[config.mk]
export PLATFORM = sky130hd
export DESIGN_NAME = cmn_regfile_wr_sched
export DESIGN_NICKNAME = d
export VERILOG_FILES = /design/src/rtl/cmn_regfile_wr_sched.sv
export SDC_FILE = /design/constraint.sdc
export NUM_CORES = 1
export LEC_CHECK = 0
export CORE_MARGIN = 5
export CORE_UTILIZATION = 39
export DETAILED_ROUTE_END_ITERATION = 8
export HOLD_SLACK_MARGIN = 0.1
export PLACE_DENSITY = 0.89
export SETUP_SLACK_MARGIN = 0.1
export SLEW_MARGIN = 20
export SYNTH_ARGS = -nofsm -noshare
export SYNTH_HDL_FRONTEND = slang
export SYNTH_SLANG_ARGS = --single-unit
export TNS_END_PERCENT = 30
[constraint.sdc]
create_clock -name clk -period 4.1 [get_ports clk]
set_input_delay 0.82 -clock clk [delete_from_list [all_inputs] [get_ports clk]]
set_output_delay 0.82 -clock clk [all_outputs]
set_load 0.05 [all_outputs]
[src/rtl/cmn_regfile_wr_sched.sv]
// Write-port scheduler for a 1r1w register file: init sweep, then round-robin
// sharing of the write port between two val/rdy requesters, with read forwarding.
module cmn_regfile_wr_sched #(
  parameter int unsigned                p_data_nbits  = 32,
  parameter int unsigned                p_num_entries = 32,
  parameter logic [p_data_nbits-1:0]    p_init_value  = '0,
  localparam int unsigned               c_addr_nbits  = $clog2(p_num_entries)
) (
  input  logic                    clk,
  input  logic                    reset,
  input  logic                    req0_val,
  output logic                    req0_rdy,
  input  logic [c_addr_nbits-1:0] req0_addr,
  input  logic [p_data_nbits-1:0] req0_data,
  input  logic                    req1_val,
  output logic                    req1_rdy,
  input  logic [c_addr_nbits-1:0] req1_addr,
  input  logic [p_data_nbits-1:0] req1_data,
  output logic                    rf_write_en,
  output logic [c_addr_nbits-1:0] rf_write_addr,
  output logic [p_data_nbits-1:0] rf_write_data,
  input  logic [c_addr_nbits-1:0] read_addr,
  output logic [c_addr_nbits-1:0] rf_read_addr,
  input  logic [p_data_nbits-1:0] rf_read_data,
  output logic [p_data_nbits-1:0] read_data,
  output logic                    init_done
);

  typedef enum logic {ST_INIT, ST_RUN} state_t;

  localparam logic [c_addr_nbits:0]   c_num  = (c_addr_nbits+1)'(p_num_entries);
  localparam logic [c_addr_nbits-1:0] c_last = c_addr_nbits'(p_num_entries - 1);

  state_t                         r_state, w_state_nxt;
  logic [c_addr_nbits-1:0]        r_cnt;
  logic                           r_prio;
  logic [1:0]                     w_val, w_gnt;
  logic [1:0][c_addr_nbits-1:0]   w_addr;
  logic [1:0][p_data_nbits-1:0]   w_data;
  logic                           w_sel, w_xfer, w_in_range;
  logic [c_addr_nbits-1:0]        w_gaddr;
  logic [p_data_nbits-1:0]        w_gdata;

  assign w_val  = {req1_val, req0_val};
  assign w_addr = {req1_addr, req0_addr};
  assign w_data = {req1_data, req0_data};

  always_comb begin
    w_state_nxt = r_state;
    w_gnt       = '0;
    case (r_state)
      ST_INIT: if (r_cnt == c_last) w_state_nxt = ST_RUN;
      ST_RUN: begin
        if (w_val == 2'b11) w_gnt[r_prio] = 1'b1;
        else                w_gnt = w_val;
      end
      default: w_state_nxt = ST_INIT;
    endcase
  end

  assign req0_rdy   = w_gnt[0];
  assign req1_rdy   = w_gnt[1];
  assign w_xfer     = |w_gnt;
  assign w_sel      = w_gnt[1];
  assign w_gaddr    = w_addr[w_sel];
  assign w_gdata    = w_data[w_sel];
  // Out-of-range writes still complete the handshake but never reach the rf.
  assign w_in_range = {1'b0, w_gaddr} < c_num;

  always_ff @(posedge clk or negedge reset) begin
    if (!reset) begin
      r_state <= ST_INIT;
      r_cnt   <= '0;
      r_prio  <= 1'b0;
    end else begin
      r_state <= w_state_nxt;
      if (r_state == ST_INIT) r_cnt  <= r_cnt + 1'b1;
      if (w_xfer)             r_prio <= ~w_sel;
    end
  end

  always_ff @(posedge clk or negedge reset) begin
    if (!reset) begin
      rf_write_en   <= 1'b0;
      rf_write_addr <= '0;
      rf_write_data <= '0;
    end else if (r_state == ST_INIT) begin
      rf_write_en   <= 1'b1;
      rf_write_addr <= r_cnt;
      rf_write_data <= p_init_value;
    end else begin
      rf_write_en <= w_xfer && w_in_range;
      if (w_xfer && w_in_range) begin
        rf_write_addr <= w_gaddr;
        rf_write_data <= w_gdata;
      end
    end
  end

  assign init_done    = (r_state == ST_RUN);
  assign rf_read_addr = read_addr;

  // The registered write commits only at the next edge, so bypass it to readers.
  always_comb begin
    read_data = rf_read_data;
    if (r_state == ST_INIT)                                read_data = p_init_value;
    else if (rf_write_en && (rf_write_addr == read_addr)) read_data = rf_write_data;
  end

endmodule

==> Word level (Yosys, flattened, before mapping) <==
Cells that the tools add are included.
{ "word_totals": {"register_bits": 45, "inputBits": 115} }
{ "classes": {"n_bitwise": 1, "n_mux": 17, "n_lt_le_gt_ge": 3, "addsub": 1, "n_reduce_logical": 3, "n_eq_ne": 4} }
{ "ops": {"columns": ["operator", "n"], "rows": [
  ["32-bit 2-to-1 mux", 6],
  ["5-bit 2-to-1 mux", 4],
  ["5-bit by 1-bit adder with 5-bit output (second input constant)", 1],
  ["5-bit equality test", 1],
  ["5-bit equality test (second input constant)", 1],
  ["1-bit by 2-bit less-than comparator with 1-bit output (second input constant)", 2],
  ["1-bit 2-to-1 mux", 4],
  ["2-bit 2-to-1 mux", 2],
  ["2-bit equality test (second input constant)", 1],
  ["1-bit logical AND", 2],
  ["2-bit by 1-bit inequality test with 1-bit output (second input constant)", 1],
  ["2-bit OR reduction", 1],
  ["1-bit demux with 1-bit select", 1],
  ["1-bit greater-or-equal comparator (second input constant)", 1],
  ["1-bit inverter", 1]
]} }

==> Longest topological paths before layout <==
Gate-level depths: netlist (run 1).
{ "logic_depth": {"ltp_word": 10, "depth_mapped": 6, "mapped_depth_nobuf": 4} }

==> Worst setup path after synthesis (run 1) <==
No wires, ideal clock.
{ "synth_path": {"path_type": "input port to output port", "startpoint": "input read_addr[3]", "endpoint": "output read_data[0]", "t_arrival_ns": 2.528, "t_required_ns": 3.280, "path_stages": 6, "setup_slack_ns": 0.752, "cell_sequence": "xor2_1 nor4_1 and3_1 buf_6 buf_12 mux2i_1"} }
{ "synth_via": {"elab_chain_cells": 4} }
{ "synth_lines": {"columns": ["element", "line_no", "source"], "rows": [
  ["start, declared", "22", "input logic [c_addr_nbits-1:0] read_addr,"],
  ["5-bit equality test", "107", "else if (rf_write_en && (rf_write_addr == read_addr)) read_data = rf_write_data;"],
  ["1-bit logical AND", "107", null],
  ["32-bit 2-to-1 mux", "107", null],
  ["32-bit 2-to-1 mux", "106", "if (r_state == ST_INIT) read_data = p_init_value;"],
  ["end, declared", "25", "output logic [p_data_nbits-1:0] read_data,"]
]} }
No other way between the ends.

==> Final worst setup path (run 1) <==
{ "layout_path": {"startpoint": "input read_addr[1]", "endpoint": "output read_data[24]"} }
The elaborated chain is that of the path after synthesis.

==> results_dict.tcl, run 1 <==
set metrics [dict create \
    die_h_um 96.76 \
    final_cell_mix "clkdlybuf4s50_1, nand2_1, mux2i_1" \
    cp_slowest_cell "clkdlybuf4s50_1" \
    yosys-top-cells-area "dfrtp_1, mux2i_1, nand2_1" \
    grt_max_degree 51 \
    drive_gt1_frac 0.1213 \
    finalHoldViolCount 0 \
    setup_tns_ns 0 \
    powerDensity_nw_per_um2 307.8 \
    grt-ovfl-total 0 \
    maxCapViolCount 0 \
    first_iter_violations 92 \
    port_buffers 192 \
    vias_per_cell 4.983 \
    diodes 0 \
    dpl.cell_count 594 \
    cts.reportedPaths.clkPinSlew_ns 0.09 \
    gp_congestion 0.8252 \
    cp_cell_sequence "clkdlybuf4s50_1 -> xor2_1 -> nor4_1 -> and3_2 -> buf_4 -> mux2i_1 -> buf_12" \
    whs_path_depth 1 \
    final_cells 602 \
    fin_crit_sh 0.8876 \
    remaining_drc_errors 0 \
    clkSinkCount 45 \
    yosysTopAreaCellShare 0.3836 \
    met2_usage 0.3843 \
    finalWirelength_mm 10.02 \
    rrSetupSlack_ns 1.79 \
    grt.busiest_layer "met2" \
    fp-row-count 31 \
    irDropWorstVdd_uv 162.1 \
    outcome "finished, final reports clean" \
    worstMarginPinSlew_ns 0.5950 \
    hp-class "flop to flop" \
    relSlewSlack 0.6033 \
    finalSetupViolations 0 \
    r2r_end "rf_write_data[23]" \
    power.leakage_nw 2.358 \
    core-area_sq_um 7292 \
    gr-usage-met3 0.05396 \
    htree_levels 2 \
    clock-skew-final_ns 0.008323 \
    synth_edf_count 0 \
    async_reset_ff_frac 1.000 \
    grt_pass1_wl_mm 16.23 \
    yosysTopAreaCell "dfrtp_1" \
    antenna_found_initial 0 \
    die_area_sq_um 9362 \
    numCtsBuffers 5 \
    clockBufferDepth 2 \
    synth_cell_types 35 \
    ios 193 \
    crit_arrival_ns 2.82 \
    synth.net_count 442 \
    grt_util_all_layers 0.2083 \
    fmaxAchievable_mhz 274.8 \
    use_met1 0.2306 \
    hold_slack_ns 0.5026 \
    cts_root_buffer "clkbuf_8" \
    critPathCaptureType "output pin" \
    rsz0062_at_grt "false" \
    crit_path_start "read_addr[1]" \
    r2r_cells 5 \
    netlist_area_sq_um 2935 \
    required_ns 3.28 \
    synth_flop_cell "dfrtp_1" \
    cp_slowest_stage_delay_ns 0.44 \
    cts_tree "built" \
    min_period_ns 3.639 \
    path_max_fanout 19 \
    endpoint "read_data[24]" \
    drv_slew 0 \
    syn_inst 325 \
    synth-warning-count 0 \
    num-nets-final 619 \
    first_global_vias 3227 \
    hpwl_mm 8.070 \
    synthToLayoutAreaGrowth_pct 79.03 \
    worstSkewPairLatency_ns 0.29 \
    ys_seq_area_frac 0.3836 \
    die_x_um 96.76 \
    synth_seq_cells 45 \
    ctsHoldBuffers 0 \
    via_count 3000 \
    avgSynthCellArea_sq_um 9.032 \
    critPathKind "primary input to output pin" \
    routedWlPerCell_um 16.64 \
    ant_nets 0 \
    cts_resized 0 \
    final_common_cell "clkdlybuf4s50_1" \
    n_fill_cell 550 \
    post_cts_buffers 0 \
    critPathLaunchType "primary input" \
    start_util 0.4025 \
    firstDrtPassIters 4 \
    r2r_start "init_done" \
    final_util 0.7207 \
]
[flip-flops by register name, indices dropped and copies added, names as in the netlist]
register and flops:
rf_write_en 1, init_done 1, rf_write_data 32, r_prio 1, rf_write_addr 5, r_cnt 5
[routing by layer]
metal / vias to the layer above / routed length (um)
li1: 1448 / -
met5: - / 0
met2: 119 / 5237
met1: 1419 / 3896
met4: 0 / 213
met3: 14 / 673
[stage by stage]
stage / worst slack (ns) / power, mW / area, sq um
after CTS: 0.4812 / 1.626 / 5253
after global placement: 0.5107 / 1.283 / 5145
final: 0.4610 / 1.617 / 5255
after detailed placement: 0.4806 / 1.302 / 5145
after floorplan: 0.7524 / 0.9440 / 2935
after global routing: 0.4166 / 1.686 / 5255
[worst max-delay path: cells and delay by family]
| family | cells | cell delay (ns) |
|---|---|---|
| multiplexers | 1 | 0.39 |
| buffers and inverters | 3 | 0.95 |
| XOR/XNOR | 1 | 0.15 |
| AND/OR/NAND/NOR | 2 | 0.50 |
[worst min path at each step]
stage               startpoint        to  slack (ns)
floorplan             r_cnt[3]  r_cnt[3]        0.46
global placement      r_cnt[3]  r_cnt[3]        0.48
detailed placement    r_cnt[3]  r_cnt[3]        0.49
CTS                   r_cnt[3]  r_cnt[3]        0.50
global route          r_cnt[3]  r_cnt[3]        0.51
finish                r_cnt[3]  r_cnt[3]        0.50
[report_power, final]
group	internal (mW)	total [mW]	switching [mW]
Sequential	0.488	0.532	0.0436
Combinational	0.337	0.756	0.419
Clock	0.181	0.329	0.148
[cells in the mapped netlist (2+ instances only)]
master / instances
ha_1: 2
nor2_1: 2
o21ai_0: 30
and3_1: 3
mux2_2: 5
buf_12: 3
nor2b_1: 2
a21oi_1: 5
a211o_1: 2
xnor2_1: 4
nand2b_1: 2
xor2_1: 4
inv_1: 6
dfrtp_1: 45
or2_2: 2
clkbuf_1: 8
mux2i_1: 64
buf_6: 4
buf_4: 5
buf_2: 9
nand2_1: 100
o21ai_1: 5
[logic make-up after synthesis]
kind of cell / share of synthesized area
DFF: 0.3836
AOI/OAI and AO/OA: 0.1019
adders and majority gates: 0.008524
and+or+nand+nor: 0.1616
buffers and inverters: 0.08312
xor gates and xnor gates: 0.02387
muxes: 0.2374
[final cells by class]
| type | instances | area [sq um] | share of cell area |
|---|---|---|---|
| sequential | 45 | 1127 | 0.2145 |
| clock inverter | 2 | 35.03 | 0.006667 |
| timing repair buffer | 200 | 2297 | 0.4371 |
| tap | 99 | 123.9 | 0.02357 |
| multi-input combinational | 244 | 1577 | 0.3000 |
| clock buffer | 6 | 72.57 | 0.01381 |
| inverter | 6 | 22.52 | 0.004286 |
Note: power is estimated with default switching activity, not from simulation.
==> inputs of run 2 (changes only) <==
PLACE_DENSITY = default   (was 0.89)
PLACE_DENSITY_LB_ADDON = 0.25   (was default)
SLEW_MARGIN = 10   (was 20)
==> run 2 against run 1 <==
  * Wire length down 1.8%
  * Critical path depth unchanged
  * Hold slack better by 0.011 ns
  * Worst setup slack better by 0.0031 ns
  * Flip-flop and latch count is the same
  * Die area unchanged
  * Non-clock buffer count stayed put
==> results_dict.tcl, run 2 (synthesized netlist as in run 1, its figures left out) <==
set metrics [dict create \
    die_area_sq_um 9362 \
    first_iter_violations 94 \
    ant_nets 0 \
    firstDrtPassIters 4 \
    final_common_cell "clkdlybuf4s50_1" \
    cts_resized 0 \
    htree_levels 2 \
    p_int_mw 0.9481 \
    power_frac_seq 0.338 \
    core-area_sq_um 7292 \
    cts_root_buffer "clkbuf_8" \
    numCtsBuffers 5 \
    maxCapViolCount 0 \
    critPathLaunchType "primary input" \
    clockBufferDepth 2 \
    path_max_fanout 19 \
    min_period_ns 3.636 \
    antenna_found_initial 0 \
    fp-row-count 31 \
    power.switching_mw 0.6180 \
    reg.largest.list "rf_write_data: 32 flops, r_cnt: 5 flops, rf_write_addr: 5 flops" \
    post_cts_buffers 0 \
    fmaxAchievable_mhz 275.0 \
    finalPower_mw 1.566 \
    hpwl_mm 7.759 \
    clock-skew-final_ns 0.01430 \
    synthToLayoutAreaGrowth_pct 78.47 \
    num-nets-final 619 \
    ctsHoldBuffers 0 \
    final_cell_mix "clkdlybuf4s50_1, nand2_1, mux2i_1" \
    ios 193 \
    hp-class "flop to flop" \
    diodes 0 \
    cts_tree "built" \
    finalHoldViolCount 0 \
    drv_slew 0 \
    setup_tns_ns 0 \
    grt_util_all_layers 0.2037 \
    fin_crit_sh 0.8868 \
    routedWlPerCell_um 16.34 \
    clkPwrFrac 0.180 \
    drive_gt1_frac 0.1233 \
    p_sw_frac 0.3946 \
    final_cells 602 \
    dpl.cell_count 594 \
    critPathCaptureType "output pin" \
    relSlewSlack 0.2997 \
    place_area_sq_um 5145 \
    worstSkewPairLatency_ns 0.30 \
    largest_reg_flops 32 \
    finalWirelength_mm 9.838 \
    finalSetupViolations 0 \
    required_ns 3.28 \
    die_x_um 96.76 \
    pwr-share-comb 0.481 \
    n_fill_cell 579 \
    clkSinkCount 45 \
    crit_arrival_ns 2.82 \
    stdcell_area_sq_um 5239 \
    rrSetupSlack_ns 1.73 \
    power.leakage_nw 2.347 \
    cts.reportedPaths.clkPinSlew_ns 0.08 \
    port_buffers 192 \
    worstMarginPinSlew_ns 1.050 \
    critPathKind "primary input to output pin" \
    gp_congestion 0.7903 \
    grt_pass1_wl_mm 15.88 \
    powerDensity_nw_per_um2 298.9 \
    first_global_vias 3192 \
    start_util 0.4025 \
    outcome "finished, final reports clean" \
    rsz0062_at_grt "false" \
    grt_max_degree 77 \
    irDropWorstVdd_uv 134.5 \
    die_h_um 96.76 \
    via_count 3034 \
    vias_per_cell 5.040 \
    final_util 0.7184 \
    grt-ovfl-total 0 \
    regMostFlops "rf_write_data" \
    remaining_drc_errors 0 \
]
run 2: changes by cell type in the layout (fill, tap and decap cells not counted), sizes merged:
cell,change
inv,+1
bufinv,-1
clkbuf,-1
clkinvlp,+1
run 2: power by group through the flow:
stage	Sequential, mW	Clock (mW)	Combinational [mW]
floorplan	0.682	0	0.262
global placement	0.537	0	0.748
detailed placement	0.539	0	0.758
CTS	0.530	0.293	0.761
global route	0.538	0.312	0.791
finish	0.530	0.282	0.754
run 2: per-layer routing:
metal / GRT usage / routed length [um] / vias to the layer above
met5: 0 / 0 / -
met4: 0.06156 / 222 / 0
met3: 0.06115 / 696 / 18
met2: 0.3662 / 5066 / 136
met1: 0.2310 / 3853 / 1434
li1: - / - / 1446
run 2: worst paths after layout:
kind / start / end / cells past startpoint
max in group asynchronous: reset / init_done / 1
min in group asynchronous: reset / rf_write_addr[2] / 1
max reg2reg: init_done / rf_write_addr[0] / 4
min reg2reg: rf_write_data[28] / rf_write_data[28] / 2
max: read_addr[1] / read_data[20] / 7
min: rf_write_data[28] / rf_write_data[28] / 2
run 2: cell type report:
cell class,instances,area [sq um],share of cell area
timing repair buffer,200,2295,0.4380
multi-input combinational,244,1577,0.3009
sequential,45,1127,0.2152
tap,99,123.9,0.02364
clock buffer,5,68.82,0.01314
clock inverter,3,25.02,0.004777
inverter,6,22.52,0.004299
run 2: critical path, cell delays in order:
cell	delay, ns
clkdlybuf4s50_1	0.43
xor2_1	0.16
nor4_1	0.29
and3_2	0.23
buf_4	0.32
mux2i_1	0.37
buf_12	0.18
run 2: metrics by stage:
| stage | worst slack, ns | hold WS [ns] |
|---|---|---|
| 2_1_floorplan | 0.7524 | 0.4588 |
| 3_3_place_gp | 0.4810 | 0.4789 |
| 3_5_place_dp | 0.4520 | 0.4992 |
| 4_1_cts | 0.4425 | 0.5165 |
| 5_1_grt | 0.3060 | 0.5510 |
| 6_report | 0.4642 | 0.5134 |
